## src/rtl/fft_pkg.sv

```systemverilog
// rtl/fft_pkg.sv - shared FFT datapath defaults, complex word type and bit-reverse helper
package fft_pkg;

    localparam int DEF_WORD_SZ  = 32;
    localparam int DEF_WORD_MID = 16;
    localparam int DEF_N_LOG2   = 3;
    localparam int MAX_N_LOG2   = 10;

    // Complex sample as seen by the butterfly and twiddle stages: real half on top
    typedef struct packed {
        logic [DEF_WORD_SZ-DEF_WORD_MID-1:0] re;
        logic [DEF_WORD_MID-1:0]             im;
    } cplx_t;

    // Reverse the low 'width' bits of idx; bits at and above 'width' come back as zero
    function automatic logic [MAX_N_LOG2-1:0] bitrev(input logic [MAX_N_LOG2-1:0] idx,
                                                     input int width);
        logic [MAX_N_LOG2-1:0] r;
        r = '0;
        for (int i = 0; i < MAX_N_LOG2; i++) begin
            if (i < width) begin
                r[i] = idx[4'(width - 1 - i)];
            end
        end
        return r;
    endfunction

endpackage

```

## src/rtl/bit_rev_index.sv

```systemverilog
// rtl/bit_rev_index.sv - combinational N_LOG2-bit index reversal
module bit_rev_index
    import fft_pkg::*;
#(
    parameter int N_LOG2 = DEF_N_LOG2
) (
    input  logic [N_LOG2-1:0] idx,
    output logic [N_LOG2-1:0] idx_rev
);

    // Pure wiring: reverse the index bits through the shared helper
    assign idx_rev = N_LOG2'(bitrev(MAX_N_LOG2'(idx), N_LOG2));

endmodule

```

## src/rtl/bit_reverse_pair_buffer.sv

```systemverilog
// rtl/bit_reverse_pair_buffer.sv - ping-pong frame buffer emitting bit-reversed (A,B) pairs
module bit_reverse_pair_buffer
    import fft_pkg::*;
#(
    parameter int WORD_SZ  = DEF_WORD_SZ,
    parameter int WORD_MID = DEF_WORD_MID,
    parameter int N_LOG2   = DEF_N_LOG2
) (
    input  logic               i_CLK,
    input  logic               i_RST,
    input  logic [WORD_SZ-1:0] i_data,
    input  logic               i_valid,
    output logic               o_ready,
    output logic [WORD_SZ-1:0] o_A,
    output logic [WORD_SZ-1:0] o_B,
    output logic               o_valid,
    input  logic               i_ready,
    output logic               o_first,
    output logic               o_last
);

    localparam int N      = 1 << N_LOG2;
    localparam int N_HALF = N / 2;
    // Pair counter keeps at least one bit so N=2 still has a well-formed register
    localparam int PAIR_W = (N_LOG2 > 1) ? N_LOG2 - 1 : 1;

    localparam logic [N_LOG2-1:0] WR_LAST = N_LOG2'(N - 1);
    localparam logic [PAIR_W-1:0] RD_LAST = PAIR_W'(N_HALF - 1);

    // Sample storage is deliberately not reset; the full flags say what is meaningful
    logic [WORD_SZ-1:0] mem_q [2][N];

    logic [1:0]        full_q, full_d;
    logic              wr_bank_q, wr_bank_d;
    logic              rd_bank_q, rd_bank_d;
    logic [N_LOG2-1:0] wr_idx_q, wr_idx_d;
    logic [PAIR_W-1:0] rd_pair_q, rd_pair_d;

    logic              wr_fire;
    logic              rd_fire;
    logic              wr_at_last;
    logic              rd_at_last;
    logic [N_LOG2-1:0] addr_even;
    logic [N_LOG2-1:0] addr_odd;
    logic [N_LOG2-1:0] rev_even;
    logic [N_LOG2-1:0] rev_odd;
    logic [WORD_SZ-1:0] a_word;
    logic [WORD_SZ-1:0] b_word;

    assign o_ready    = !full_q[wr_bank_q];
    assign o_valid    = full_q[rd_bank_q];
    assign wr_fire    = i_valid && o_ready;
    assign rd_fire    = o_valid && i_ready;
    assign wr_at_last = (wr_idx_q == WR_LAST);
    assign rd_at_last = (rd_pair_q == RD_LAST);

    // Pair k reads natural positions 2k and 2k+1 through the reversal network
    assign addr_even = N_LOG2'({rd_pair_q, 1'b0});
    assign addr_odd  = N_LOG2'({rd_pair_q, 1'b1});

    bit_rev_index #(.N_LOG2(N_LOG2)) u_rev_even (
        .idx     (addr_even),
        .idx_rev (rev_even)
    );

    bit_rev_index #(.N_LOG2(N_LOG2)) u_rev_odd (
        .idx     (addr_odd),
        .idx_rev (rev_odd)
    );

    assign a_word = mem_q[rd_bank_q][rev_even];
    assign b_word = mem_q[rd_bank_q][rev_odd];

    // Words leave bit-exact; real/imag halves are kept in their fixed positions
    assign o_A = {a_word[WORD_SZ-1:WORD_MID], a_word[WORD_MID-1:0]};
    assign o_B = {b_word[WORD_SZ-1:WORD_MID], b_word[WORD_MID-1:0]};

    assign o_first = o_valid && (rd_pair_q == '0);
    assign o_last  = o_valid && rd_at_last;

    // Next-state for write/read pointers and bank flags; fill and drain touch different banks
    always_comb begin
        full_d    = full_q;
        wr_bank_d = wr_bank_q;
        rd_bank_d = rd_bank_q;
        wr_idx_d  = wr_idx_q;
        rd_pair_d = rd_pair_q;

        if (wr_fire) begin
            if (wr_at_last) begin
                wr_idx_d          = '0;
                full_d[wr_bank_q] = 1'b1;
                wr_bank_d         = ~wr_bank_q;
            end else begin
                wr_idx_d = wr_idx_q + 1'b1;
            end
        end

        if (rd_fire) begin
            if (rd_at_last) begin
                rd_pair_d         = '0;
                full_d[rd_bank_q] = 1'b0;
                rd_bank_d         = ~rd_bank_q;
            end else begin
                rd_pair_d = rd_pair_q + 1'b1;
            end
        end
    end

    // Control state register with asynchronous clear; partial frames are simply forgotten
    always_ff @(posedge i_CLK or posedge i_RST) begin
        if (i_RST) begin
            full_q    <= '0;
            wr_bank_q <= 1'b0;
            rd_bank_q <= 1'b0;
            wr_idx_q  <= '0;
            rd_pair_q <= '0;
        end else begin
            full_q    <= full_d;
            wr_bank_q <= wr_bank_d;
            rd_bank_q <= rd_bank_d;
            wr_idx_q  <= wr_idx_d;
            rd_pair_q <= rd_pair_d;
        end
    end

    // Bank array write port, natural order into the bank being filled
    always_ff @(posedge i_CLK) begin
        if (wr_fire) begin
            mem_q[wr_bank_q][wr_idx_q] <= i_data;
        end
    end

endmodule

```

## config.mk

```make
export PLATFORM = sky130hd
export DESIGN_NAME = bit_reverse_pair_buffer
export DESIGN_NICKNAME = d
export VERILOG_FILES = /design/src/rtl/fft_pkg.sv /design/src/rtl/bit_rev_index.sv /design/src/rtl/bit_reverse_pair_buffer.sv
export SDC_FILE = /design/constraint.sdc
export NUM_CORES = 1
export LEC_CHECK = 0
export CORE_UTILIZATION = 54
export DETAILED_ROUTE_END_ITERATION = 7
export GPL_ROUTABILITY_DRIVEN = 0
export MAX_ROUTING_LAYER = met4
export PLACE_DENSITY = 0.76
export SLEW_MARGIN = 20
export SYNTH_ARGS = -nofsm -noshare
export SYNTH_HDL_FRONTEND = slang
export SYNTH_SLANG_ARGS = --single-unit
```

## constraint.sdc

```tcl
create_clock -name i_CLK -period 4.4 [get_ports i_CLK]
set_input_delay 0.88 -clock i_CLK [delete_from_list [all_inputs] [get_ports i_CLK]]
set_output_delay 0.88 -clock i_CLK [all_outputs]
set_load 0.03 [all_outputs]
```

### Yosys cells after proc, flatten, opt, wreduce, memory -nomap -nowiden

Memories as Yosys holds them, arrays and structs flattened.
Index checks and enable logic that the tools add are counted.

| word-level totals | value |
|---|---|
| memories kept | 1 |
| bits in writable memories | 512 |
| register bits | 9 |
| input bits | 36 |
| output and inout bits | 68 |
| word-level logic and storage cells | 61 |

| operators by class | value |
|---|---|
| $add $sub $neg | 2 |
| eq/ne operators | 2 |
| $lt $le $gt $ge | 8 |
| reduce and logical (&&, ||, !) cells | 11 |
| bitwise logic cells | 8 |
| muxes and demuxes | 24 |

Memories:

| memory | depth | width | read ports | clocked after Yosys merged registers in | write ports | line | text |
|---|---|---|---|---|---|---|---|
| mem_q | 2 | 256 | 1 | 0 | 1 | bit_reverse_pair_buffer.sv:31 | `logic [WORD_SZ-1:0] mem_q [2][N];` |

Operators by type and width:

| cell | count |
|---|---|
| $mux 256 | 1 |
| $bmux 32 s3 | 2 |
| $mux 32 | 5 |
| $demux 32 s3 | 1 |
| $ge 4x4->1 const B | 3 |
| $mux 2 | 5 |
| $not 3->4 | 2 |
| $logic_and 1x1->1 | 7 |
| $mux 1 | 7 |
| $lt 1x2->1 const B | 2 |
| $lt 4x1->1 const B | 1 |
| $not 2->4 | 1 |
| $reduce_and 2->1 | 2 |
| $add 3x1->3 const B | 1 |
| $eq 3x3->1 const B | 1 |
| $mux 3 | 1 |
| $add 2x1->2 const B | 1 |
| $and 2x2->2 | 1 |
| $demux 1 s1 | 2 |
| $eq 2x2->1 const B | 1 |
| $ge 1x1->1 const B | 2 |
| $logic_not 2->1 | 1 |
| $not 1->1 | 2 |
| $not 2->2 | 1 |
| 2 further kinds | 2 |

### Depth between registers and ports, before layout

| logic depth | value |
|---|---|
| depth after elaboration | 10 |
| mapped depth | 6 |
| depth with buffers taken out | 5 |

### By module

From an unflattened synthesis, not the netlist that was laid out.

| second synthesis, totals | value |
|---|---|
| cells, all modules | 1188 |
| area total of the unflattened synthesis | 24116.9 µm² |

Modules (own cells, without submodules):

| module | area an instance (µm²) | cells each | instances | sequential area each (µm²) |
|---|---|---|---|---|
| bit_reverse_pair_buffer | 24071.8 | 1182 | 1 | 15600.0 |
| bit_rev_index | 22.5 | 3 | 2 | 0.0 |

### Worst setup path after synthesis

OpenSTA, ideal clock, no wires.

| timing path | value |
|---|---|
| path kind | register -> register |
| from | reg wr_bank_q |
| to | mem mem_q[0][192] in the netlist's numbering, enable pin |
| library setup time | 503 ps |
| cell stages (with the launch flop) | 5 |
| path buffers | 1 |
| period minus slack after synthesis | 5125 ps |
| data required time | 3897 ps |
| path slack | -725 ps |
| data arrival time | 4622 ps |
| cells stage by stage | dfrtp_1 > buf_2 > mux2i_1 > nand3_1 > nor4_1 |

| between the ends | value |
|---|---|
| word-level cells in the longest chain between the ends | 6 |

Ends and longest elaborated chain:

| item | line | text |
|---|---|---|
| start, declared | bit_reverse_pair_buffer.sv:34 | `logic wr_bank_q, wr_bank_d;` |
| start signal, assigned | bit_reverse_pair_buffer.sv:120 | `wr_bank_q <= wr_bank_d;` |
| $mux 1 (not written as such) (2 in series) | bit_reverse_pair_buffer.sv:50 | `assign o_ready = !full_q[wr_bank_q];` |
| $logic_not 1->1 | bit_reverse_pair_buffer.sv:50 |  |
| via o_ready | bit_reverse_pair_buffer.sv:13 | `output logic o_ready,` |
| $logic_and 1x1->1 | bit_reverse_pair_buffer.sv:52 | `assign wr_fire = i_valid && o_ready;` |
| $mux 1 | bit_reverse_pair_buffer.sv:129 | `if (wr_fire) begin` |
| $mux 256 (not written as such) | bit_reverse_pair_buffer.sv:130 | `mem_q[wr_bank_q][wr_idx_q] <= i_data;` |
| end, declared | bit_reverse_pair_buffer.sv:31 |  |

The timed path passes the listed nets, and every way through them passes these cells. The select of a mux whose other input is x is not followed.

### Final worst setup path

| timing path | value |
|---|---|
| from | reg rd_bank_q |
| to | out o_A[26] |

| between the ends | value |
|---|---|
| word-level cells in the longest chain between the ends | 4 |

Ends and longest elaborated chain:

| item | line | text |
|---|---|---|
| start, declared | bit_reverse_pair_buffer.sv:35 | `logic rd_bank_q, rd_bank_d;` |
| start signal, assigned | bit_reverse_pair_buffer.sv:121 | `rd_bank_q <= rd_bank_d;` |
| $mem_v2 2x256 | n/a |  |
| $bmux 32 s3 | bit_reverse_pair_buffer.sv:71 | `assign a_word = mem_q[rd_bank_q][rev_even];` |
| $mux 32 (not written as such) (2 in series) | bit_reverse_pair_buffer.sv:71 |  |
| end, declared | bit_reverse_pair_buffer.sv:14 | `output logic [WORD_SZ-1:0] o_A,` |

No other way between the ends. The select of a mux whose other input is x is not followed.

==> run_results.csv <==
group,metric,value,unit
yosys,netlist_instances,945,
min_path,hold_start,"full_q[0]",
detailed_routing,drt_iter0_drc,908,
detailed_routing,via_per_inst,6.05,
detailed_routing,via_count,9625,
floorplanning,die_w,194,um
setup_path,ff2ff_setup_slack,1.36,ns
place,dp_cells,1502,
yosys,syn_avg_cell_area,21.0,sq um
global_route,gr-total-overflow,0,
global_route,grt_first_pass_wirelength,63300,um
clock_tree,cts_hold_buffers,0,
setup_path,critical_path_class,"reg -> out",
clock_tree,clkSlewWorstSetupHoldPaths,0.06,ns
yosys,netlist_area,19800,sq um
floorplanning,rows,69,
detailed_routing,drc,0,
power,powerDensity,679,nW/um^2
cells_and_area,drive_above_1_share,23.5,%
place,dpl.hpwl,21600,um
place,io_buffers,103,
timing,finClkSkew,0.0109,ns
yosys,synth-seq-cells,521,
clock_tree,htreeDepth,2,
floorplanning,core,35800,sq um
detailed_routing,drt-total-wl,41800,um
clock_tree,cts_sinks,521,
clock_tree,clockBufferDepth,3,
detailed_routing,avgRoutedWirePerCell,26.3,um
run,cap_violations,0,
min_path,hold_class,"reg -> reg",
clock_tree,clock_latency,0.57,ns
setup_path,reg2reg_to,"mem_q[0][245]",
yosys,yosysUniqueCellTypes,27,
setup_path,reg2reg_depth,4,
min_path,whs_path_depth,1,
setup_path,crit_fanout,22,
setup_path,end_kind,"output port",
cells_and_area,final_common_cell,"edfxtp_1",
clock_tree,cts_buffers,50,
floorplanning,die_y,194,um
cells_and_area,syn_to_final_growth,17.2,%
timing,fmax,251,MHz
yosys,synth.yosys.warnings,0,
global_route,grt_max_degree,68,
yosys,synth-seq-area-share,78.6,%
setup_path,r2r-start,"wr_bank_q",
detailed_routing,postRouteAntennaNets,0,
min_path,holdPathEnd,"wr_bank_q",
global_route,antenna_found_initial,1,
timing,fin_crit_sh,90.6,%
timing,setup_violations,0,
floorplanning,io_pins,104,
timing,finalCriticalPeriod,3.99,ns
setup_path,critPathRequiredTime,3.52,ns
global_route,grt_pass1_vias,10138,
clock_tree,ctsResizeCount,0,
floorplanning,dieArea,37500,sq um
setup_path,cp.arrival,3.11,ns
detailed_routing,firstDrtPassIters,5,
timing,rsz0062_at_grt,"false",
global_route,grt_usage,23.8,%
power,max-vdd-ir-drop,0.000453,V
yosys,syn-num-nets,985,
status,status,"finished clean",
cells_and_area,postLayoutCoreUtil,64.9,%
timing,worstMarginPinSlew,1.00,ns
power,power.leakage,7.66,nW
timing,finalSetupTns,0,ns
cells_and_area,final_cell_mix,"512 x edfxtp_1, 197 x nand2_1, 128 x mux4_2",
clock_tree,post_cts_buffers,0,
timing,hold_viol_final,0,
cells_and_area,final_cell_count_no_fill,1590,
clock_tree,cts-root-buf,"clkbuf_16",
setup_path,critPathLaunchType,"register",
clock_tree,cts_tree,"done",
floorplanning,start_util,55.4,%
cells_and_area,nFillCells,2302,
cells_and_area,nNetsFinal,1133,
timing,drv_slew,0,
timing,max_slew_margin,33.0,%
[layer usage]
| metal | wire length [um] | up-vias | global-route usage (%) | share of wire, % |
|---|---|---|---|---|
| met5 | 0 | - | - | 0 |
| met4 | 1280 | 0 | 8.41 | 3.1 |
| met3 | 2860 | 99 | 3.57 | 6.8 |
| met2 | 21000 | 413 | 37.7 | 50 |
| met1 | 16700 | 5032 | 32.0 | 40 |
| li1 | - | 4081 | - | - |
[state kept, by name, indices dropped and copies added, names as in the netlist]
name	count
mem_q	512
wr_idx_q	3
full_q	2
rd_pair_q	2
rd_bank_q	1
wr_bank_q	1
[cell families after synthesis]
logic type,share of synthesized area [%]
fa+ha+maj,0.252
buf+inv,1.46
simple gates,4.55
mux,15.0
flops,78.6
compound gates,0.164
[power breakdown]
part / switching [mW] / total [mW] / internal (mW)
clock: 1.76 / 4.18 / 2.42
combinational: 3.10 / 5.47 / 2.37
sequential: 0.281 / 6.14 / 5.86
[cells in the mapped netlist]
cell,instances,area [sq um]
nand3_1,3,15.0
buf_6,10,113
nor2b_1,1,6.26
o31ai_1,1,7.51
and3_1,1,6.26
buf_4,3,22.5
nand2b_1,2,12.5
nand2_1,197,739
nor3_1,6,30.0
inv_1,3,11.3
nor2_1,12,45.0
a21oi_1,1,5.00
nor4_1,2,12.5
buf_1,4,15.0
o22a_1,1,8.76
mux4_2,128,2880
ha_1,4,50.1
clkbuf_1,17,63.8
buf_2,13,65.1
and2_1,2,12.5
mux2_2,6,67.6
a31oi_1,1,6.26
dfrtp_1,9,225
o21ai_0,1,5.00
edfxtp_1,512,15400
nand3b_1,3,22.5
mux2i_1,2,20.0
[stage by stage]
step	area, sq um	hold slack [ns]	setup slack [ns]	total power [mW]
floorplan	19800	0.489	-0.725	9.74
global route	23300	0.580	0.258	16.4
finish	23300	0.553	0.413	15.8
CTS	23300	0.557	0.349	15.9
detailed placement	21700	0.546	0.962	11.7
global placement	21700	0.513	1.01	11.7
[critical path: stages, from the launching register on]
cell             delay, ns
dfrtp_4               0.61
buf_4                 0.47
mux4_2                0.57
nand2_1               0.10
nand2_1               0.15
clkdlybuf4s50_1       0.63
[area by class of cell]
| cell class | instances | area, sq um | share of cell area (%) |
|---|---|---|---|
| antenna | 1 | 2.50 | 0.0108 |
| clock buffer | 63 | 1360 | 5.86 |
| clock inverter | 24 | 221 | 0.952 |
| inverter | 3 | 11.3 | 0.0484 |
| multi-input combinational | 374 | 4060 | 17.4 |
| sequential | 521 | 15600 | 67.1 |
| tap | 461 | 577 | 2.48 |
| timing repair buffer | 143 | 1420 | 6.10 |
[how the worst max path moves through the flow]
stage,from,end,slack (ns)
floorplan,wr_bank_q,mem_q[0][192],-0.72
global placement,rd_bank_q,o_A[9],1.01
detailed placement,rd_bank_q,o_A[26],0.96
CTS,rd_bank_q,o_A[26],0.35
global route,rd_bank_q,o_A[18],0.26
finish,rd_bank_q,o_A[26],0.41
No activity file was read; power rests on OpenSTA's default activity.
